$ cat src/rtl/prbs_burst_controller.sv
// PRBS bit sequencer with burst/gap framing and bit-aligned shadowing of the
// modulator settings. Define PRBS_ERR_INJECT_EN to add one-shot bit-error injection.
module prbs_burst_controller #(
   parameter int BP_W = 16,
   parameter int BB_W = 24
) (
   input  logic            dac_clk,
   input  logic            reset_n,
   input  logic            start,
   input  logic            stop,
   input  logic [BP_W-1:0] bit_period_cfg,
   input  logic [1:0]      prbs_order_cfg,
   input  logic [BB_W-1:0] burst_bits_cfg,
   input  logic [15:0]     burst_count_cfg,
   input  logic [15:0]     gap_cycles_cfg,
   input  logic            idle_level_cfg,
   input  logic            reseed_per_burst,
   input  logic            cfg_update,
   input  logic [7:0]      edge_time_in,
   input  logic [15:0]     amplitude_in,
   input  logic [15:0]     dc_offset_in,
`ifdef PRBS_ERR_INJECT_EN
   input  logic            err_inject,
   output logic [15:0]     err_inject_cnt,
`endif
   output logic            prbs_bit_out,
   output logic            bit_strobe,
   output logic            busy,
   output logic            burst_active,
   output logic            done,
   output logic [7:0]      edge_time_config,
   output logic [15:0]     amplitude_config,
   output logic [15:0]     dc_offset_config
);

   typedef enum logic [1:0] {IDLE, RUN, GAP} state_t;
   localparam logic [22:0] SEED = '1;

   state_t          state_reg, state_next;
   logic [BP_W-1:0] cnt_reg, cnt_next, period_reg;
   logic [BB_W-1:0] bit_idx_reg, bit_idx_next, burst_bits_reg;
   logic [15:0]     burst_idx_reg, burst_idx_next, burst_idx_inc, burst_count_reg;
   logic [15:0]     gap_reg, gap_next, gap_cfg_reg;
   logic [1:0]      order_reg, order_sel;
   logic            idle_reg, reseed_reg;
   logic [22:0]     lfsr_reg, lfsr_next, lfsr_src, order_mask;
   logic [4:0]      n_msb, t_msb;
   logic            bit_reg, bit_next, done_reg, done_next;
   logic            cfg_load, emit, new_burst, use_seed, lfsr_bit, lfsr_fb, inject;
   logic            pend_reg, pend_next, xfer;
   logic [7:0]      edge_pend_reg, edge_reg;
   logic [15:0]     amp_pend_reg, amp_reg, off_pend_reg, off_reg;

`ifdef PRBS_ERR_INJECT_EN
   logic        armed_reg;
   logic [15:0] err_cnt_reg;

   // The one-shot only flips the driven bit; the LFSR keeps its true sequence.
   always_ff @(posedge dac_clk or negedge reset_n) begin
      if (!reset_n) begin
         armed_reg   <= 1'b0;
         err_cnt_reg <= '0;
      end else begin
         armed_reg <= err_inject || (armed_reg && !emit);
         if (inject && err_cnt_reg != 16'hFFFF)
            err_cnt_reg <= err_cnt_reg + 16'd1;
      end
   end

   assign inject         = emit && armed_reg;
   assign err_inject_cnt = err_cnt_reg;
`else
   assign inject = 1'b0;
`endif

   always_comb begin
      state_next     = state_reg;
      cnt_next       = cnt_reg;
      bit_idx_next   = bit_idx_reg;
      burst_idx_next = burst_idx_reg;
      burst_idx_inc  = burst_idx_reg + 16'd1;
      gap_next       = gap_reg;
      done_next      = 1'b0;
      cfg_load       = 1'b0;
      emit           = 1'b0;
      new_burst      = 1'b0;
      unique case (state_reg)
         IDLE: begin
            if (start && !stop) begin
               cfg_load       = 1'b1;
               state_next     = RUN;
               emit           = 1'b1;
               new_burst      = 1'b1;
               burst_idx_next = '0;
            end
         end
         RUN: begin
            if (stop) begin
               state_next = IDLE;
            end else if (cnt_reg == period_reg - BP_W'(1)) begin
               if (burst_bits_reg != '0 && bit_idx_reg == burst_bits_reg - BB_W'(1)) begin
                  if (burst_count_reg != '0 && burst_idx_inc == burst_count_reg) begin
                     state_next = IDLE;
                     done_next  = 1'b1;
                  end else begin
                     burst_idx_next = burst_idx_inc;
                     if (gap_cfg_reg != '0) begin
                        state_next = GAP;
                        gap_next   = '0;
                     end else begin
                        emit      = 1'b1;
                        new_burst = 1'b1;
                     end
                  end
               end else begin
                  emit = 1'b1;
               end
            end else begin
               cnt_next = cnt_reg + BP_W'(1);
            end
         end
         GAP: begin
            if (stop) begin
               state_next = IDLE;
            end else if (gap_reg == gap_cfg_reg - 16'd1) begin
               state_next = RUN;
               emit       = 1'b1;
               new_burst  = 1'b1;
            end else begin
               gap_next = gap_reg + 16'd1;
            end
         end
         default: state_next = IDLE;
      endcase

      if (emit) begin
         cnt_next     = '0;
         bit_idx_next = new_burst ? '0 : bit_idx_reg + BB_W'(1);
      end

      // The start cycle must already use the incoming order, not the stale one.
      order_sel = cfg_load ? prbs_order_cfg : order_reg;
      unique case (order_sel)
         2'd0:    begin n_msb = 5'd6;  t_msb = 5'd5;  order_mask = 23'h00007F; end
         2'd1:    begin n_msb = 5'd8;  t_msb = 5'd4;  order_mask = 23'h0001FF; end
         2'd2:    begin n_msb = 5'd14; t_msb = 5'd13; order_mask = 23'h007FFF; end
         default: begin n_msb = 5'd22; t_msb = 5'd17; order_mask = 23'h7FFFFF; end
      endcase
      use_seed = cfg_load || (new_burst && reseed_reg);
      lfsr_src = use_seed ? SEED : lfsr_reg;
      if ((lfsr_src & order_mask) == '0)
         lfsr_src = SEED;
      lfsr_bit  = lfsr_src[n_msb];
      lfsr_fb   = lfsr_src[n_msb] ^ lfsr_src[t_msb];
      lfsr_next = emit ? {lfsr_src[21:0], lfsr_fb} : lfsr_reg;

      if (emit)
         bit_next = lfsr_bit ^ inject;
      else if (state_next == RUN)
         bit_next = bit_reg;
      else if (state_next == GAP)
         bit_next = idle_reg;
      else
         bit_next = idle_level_cfg;

      xfer      = pend_reg && (state_reg != RUN || emit);
      pend_next = cfg_update || (pend_reg && !xfer);
   end

   always_ff @(posedge dac_clk or negedge reset_n) begin
      if (!reset_n) begin
         state_reg       <= IDLE;
         cnt_reg         <= '0;
         bit_idx_reg     <= '0;
         burst_idx_reg   <= '0;
         gap_reg         <= '0;
         lfsr_reg        <= SEED;
         bit_reg         <= 1'b0;
         done_reg        <= 1'b0;
         period_reg      <= BP_W'(2);
         order_reg       <= '0;
         burst_bits_reg  <= '0;
         burst_count_reg <= '0;
         gap_cfg_reg     <= '0;
         idle_reg        <= 1'b0;
         reseed_reg      <= 1'b0;
         pend_reg        <= 1'b0;
         edge_pend_reg   <= 8'd4;
         amp_pend_reg    <= 16'h4000;
         off_pend_reg    <= '0;
         edge_reg        <= 8'd4;
         amp_reg         <= 16'h4000;
         off_reg         <= '0;
      end else begin
         state_reg     <= state_next;
         cnt_reg       <= cnt_next;
         bit_idx_reg   <= bit_idx_next;
         burst_idx_reg <= burst_idx_next;
         gap_reg       <= gap_next;
         lfsr_reg      <= lfsr_next;
         bit_reg       <= bit_next;
         done_reg      <= done_next;
         pend_reg      <= pend_next;
         if (cfg_load) begin
            period_reg      <= (bit_period_cfg < BP_W'(2)) ? BP_W'(2) : bit_period_cfg;
            order_reg       <= prbs_order_cfg;
            burst_bits_reg  <= burst_bits_cfg;
            burst_count_reg <= burst_count_cfg;
            gap_cfg_reg     <= gap_cycles_cfg;
            idle_reg        <= idle_level_cfg;
            reseed_reg      <= reseed_per_burst;
         end
         if (cfg_update) begin
            edge_pend_reg <= edge_time_in;
            amp_pend_reg  <= amplitude_in;
            off_pend_reg  <= dc_offset_in;
         end
         if (xfer) begin
            edge_reg <= edge_pend_reg;
            amp_reg  <= amp_pend_reg;
            off_reg  <= off_pend_reg;
         end
      end
   end

   assign prbs_bit_out     = bit_reg;
   assign bit_strobe       = (state_reg == RUN) && (cnt_reg == '0);
   assign busy             = (state_reg != IDLE);
   assign burst_active     = (state_reg == RUN);
   assign done             = done_reg;
   assign edge_time_config = edge_reg;
   assign amplitude_config = amp_reg;
   assign dc_offset_config = off_reg;

endmodule

$ cat config.mk
export PLATFORM = sky130hd
export DESIGN_NAME = prbs_burst_controller
export DESIGN_NICKNAME = d
export VERILOG_FILES = /design/src/rtl/prbs_burst_controller.sv
export SDC_FILE = /design/constraint.sdc
export NUM_CORES = 1
export LEC_CHECK = 0
export CAP_MARGIN = 10
export CORE_MARGIN = 2
export CORE_UTILIZATION = 55
export CTS_CLUSTER_DIAMETER = 120
export CTS_CLUSTER_SIZE = 30
export DETAILED_ROUTE_END_ITERATION = 8
export PLACE_DENSITY_LB_ADDON = 0.2
export SYNTH_ARGS = -nofsm -noshare
export SYNTH_HDL_FRONTEND = slang
export SYNTH_SLANG_ARGS = --single-unit
export TNS_END_PERCENT = 100
$ cat constraint.sdc
create_clock -name dac_clk -period 4.6 [get_ports dac_clk]
set_clock_uncertainty 0.1 [all_clocks]
set_input_delay 0.69 -clock dac_clk [delete_from_list [all_inputs] [get_ports dac_clk]]
set_output_delay 0.69 -clock dac_clk [all_outputs]
set_load 0.03 [all_outputs]
==> results of run 1 <==
==> worst min path at each step <==
stage	from	to	slack, ps	depth (start not counted)
global route	reset_n	gap_cfg_reg[8]	210	1
detailed placement	reseed_reg	reseed_reg	380	2
global placement	reseed_reg	reseed_reg	360	2
finish	reset_n	gap_cfg_reg[10]	130	1
CTS	reset_n	gap_cfg_reg[7]	200	1
floorplan	reset_n	amp_pend_reg[0]	290	0
==> metrics by stage <==
stage	power (mW)	hold WS, ps	instance area [sq um]	worst slack [ps]	std cells
after floorplan	4.19	294	13800	734	1409
after global placement	4.81	362	15800	411	1859
after detailed placement	4.87	376	15800	353	1859
after CTS	6.17	200	16200	329	1879
after global routing	6.47	210	16200	124	1879
final	6.14	126	16200	332	1879
==> synthesized netlist by cell type, types with 10 or more instances <==
cell type | count | area [sq um]
a21oi_1 | 34 | 170
a31oi_1 | 10 | 62.6
and2_1 | 13 | 81.3
and3_1 | 21 | 131
buf_1 | 10 | 37.5
buf_2 | 10 | 50.1
clkbuf_1 | 45 | 169
dfrtp_1 | 228 | 5710
dfstp_2 | 28 | 736
ha_1 | 14 | 175
inv_1 | 32 | 120
mux2_2 | 48 | 541
mux2_4 | 40 | 601
nand2_1 | 262 | 983
nand2b_1 | 15 | 93.8
nand3_1 | 31 | 155
nand4_1 | 24 | 150
nor2_1 | 87 | 327
nor3_1 | 30 | 150
nor4_1 | 32 | 200
o2111ai_1 | 15 | 131
o21ai_0 | 54 | 270
o22a_1 | 22 | 193
o31ai_1 | 14 | 105
or3_1 | 23 | 144
xnor2_1 | 52 | 455
xor2_1 | 61 | 534
==> metal layers <==
metal,part of all wire (%),vias to the layer above
met3,4.8,38
met2,48,265
met4,1.9,0
met5,0,-
met1,46,5328
li1,-,5259
==> power groups by stage <==
stage | registers, mW | logic (mW) | clock network [mW]
2_1_floorplan | 3.13 | 1.06 | 0
3_3_place_gp | 3.05 | 1.76 | 0
3_5_place_dp | 3.06 | 1.81 | 0
4_1_cts | 3.02 | 1.82 | 1.33
5_1_grt | 3.09 | 1.98 | 1.41
6_report | 3.03 | 1.81 | 1.30
==> area by class of cell <==
| cell class | instances | area share [%] |
|---|---|---|
| sequential | 256 | 39.8 |
| tap | 330 | 2.55 |
| inverter | 32 | 0.742 |
| clock inverter | 1 | 0.0696 |
| multi-input combinational | 1050 | 43.0 |
| clock buffer | 19 | 2.28 |
| timing repair buffer | 191 | 11.6 |
==> cells by family (layout without fill, tap and decap cells) <==
group	Yosys count	count (layout)	synth area share [%]
and+or+nand+nor	606	606	21.7
DFF	256	256	46.6
AOI/OAI and AO/OA	222	222	11.2
xor gates and xnor gates	113	113	7.16
buffers and inverters	103	243	3.17
muxes	94	94	8.78
adders and majority gates	15	15	1.34
==> worst max-delay path: stages, from the launching register on <==
cell and delay, ps:
dfrtp_1 460, or4_1 720, or3_1 360, nand3_1 80, a31oi_1 120, or4_4 570
nor4b_4 480, a21oi_2 110, or2_1 290, o21ai_4 170, buf_12 310, mux2_4 340
==> results.sh, run 1 <==
export IMPL_outcome="complete, no violations"
export IMPL_layout_commonest_cell="nand2_1"
export IMPL_grt_use_met1_pct=36.4
export IMPL_grt_usage_pct=25.2
export IMPL_rows=58
export IMPL_p_clk_share_pct=21.2
export IMPL_postSynthAreaPerCell_sq_um=9.81
export IMPL_ys_seq_area_share_pct=46.6
export IMPL_synth_ff_type="dfrtp_1"
export IMPL_ys_warnings_count=0
export IMPL_finalNetCount=1678
export IMPL_critPathArrivalTime_ps=4550
export IMPL_clock_latency_ps=490
export IMPL_end_kind="register"
export IMPL_utilization_pct=65.0
export IMPL_area_growth_syn_to_layout_pct=17.1
export IMPL_crit_fanout=40
export IMPL_period_minus_slack_ps=4270
export IMPL_wire_per_inst_um=17.5
export IMPL_cts_tree="done"
export IMPL_hold_path_class="primary input to asynchronous set/reset pin"
export IMPL_gr_total_overflow=0
export IMPL_switching_share_pct=33.2
export IMPL_cp_endpoint="dc_offset_config[4]"
export IMPL_grtUsageMet2_pct=41.6
export IMPL_dieHeight_um=163
export IMPL_leakage_nw=6.94
export IMPL_coreArea_sq_um=24900
export IMPL_drc=0
export IMPL_start_kind="register"
export IMPL_cap_violations=0
export IMPL_cts_setup_buffers=0
export IMPL_root_buffer="clkbuf_16"
export IMPL_met3_usage_pct=2.88
export IMPL_grt_pass1_wl_um=54600
export IMPL_drive_gt1_share_pct=11.9
export IMPL_tns_ps=0
export IMPL_antenna_found_initial=0
export IMPL_clkSinkCount=256
export IMPL_path_class="register to register"
export IMPL_nFillCells=2022
export IMPL_max_freq_mhz=234
export IMPL_place_hpwl_um=23500
export IMPL_r2r_slack_ps=330
export IMPL_grt_pass1_vias=10695
export IMPL_synth_edf_count=0
export IMPL_worst_ir_drop_vdd_mv=0.345
export IMPL_syn_area_sq_um=13800
export IMPL_antenna_cells=0
export IMPL_avgViaCountPerCell=5.80
export IMPL_start_util_pct=55.5
export IMPL_power_density_nw_per_um2=379
export IMPL_r2r_end="dc_offset_config[4]"
export IMPL_setup_viol=0
export IMPL_grt_setup_unrepaired="false"
export IMPL_r2r_start="burst_bits_reg[3]"
export IMPL_numCtsBuffers=12
export IMPL_slew_viol_final=0
export IMPL_die_area_sq_um=26400
export IMPL_die_x_um=163
export IMPL_top_usage_layer="met2"
export IMPL_multiInputGateArea_sq_um=6960
export IMPL_cp_data_required_time_ps=4880
export IMPL_power_switching_mw=2.04
export IMPL_vias=10890
export IMPL_cts_resized_gates=0
export IMPL_reg2regPathDepth=11
export IMPL_dr_pass1_iters=5
export IMPL_synth_cells=1409
export IMPL_grt_max_degree=117
export IMPL_wirelength_um=33000
export IMPL_antenna_left=0
export IMPL_postSynthRegisterBits=256
export IMPL_layout_common_cells="nand2_1, dfrtp_1, clkdlybuf4s50_1, nor2_1, xor2_1"
export IMPL_hold_buffers=0
export IMPL_cts_htree_levels=1
export IMPL_p_int_mw=4.10
export IMPL_drtIter0Drc=689
export IMPL_p_comb_share_pct=29.5
export IMPL_register_area_sq_um=6440
export IMPL_post_route_period_util_pct=92.8
export IMPL_tightest_slew_ps=968
export IMPL_ys_types=81
export IMPL_maxSlewHeadroom_pct=35.5
export IMPL_async_reset_ff_share_pct=100
export IMPL_finalHoldViolCount=0
export IMPL_cts_buffer_depth=3
export IMPL_seqPwrFrac_pct=49.4
export IMPL_syn_nets=1544
export IMPL_crit_path_start="burst_bits_reg[3]"
export IMPL_path_clk_slew_ps=120
export IMPL_gp_congestion=0.936
export IMPL_pin_count=166
export IMPL_io_buffers=165
No activity file was read; power rests on OpenSTA's default activity.
==> run 2: changes to the inputs <==
--- a/config.mk
+++ b/config.mk
@@ -5,7 +5,6 @@
 export SDC_FILE = /design/constraint.sdc
 export NUM_CORES = 1
 export LEC_CHECK = 0
-export CAP_MARGIN = 10
 export CORE_MARGIN = 2
 export CORE_UTILIZATION = 55
 export CTS_CLUSTER_DIAMETER = 120
==> results of run 2 <==
Same layout as run 1: the final DEF is identical, and so are final timing and power.
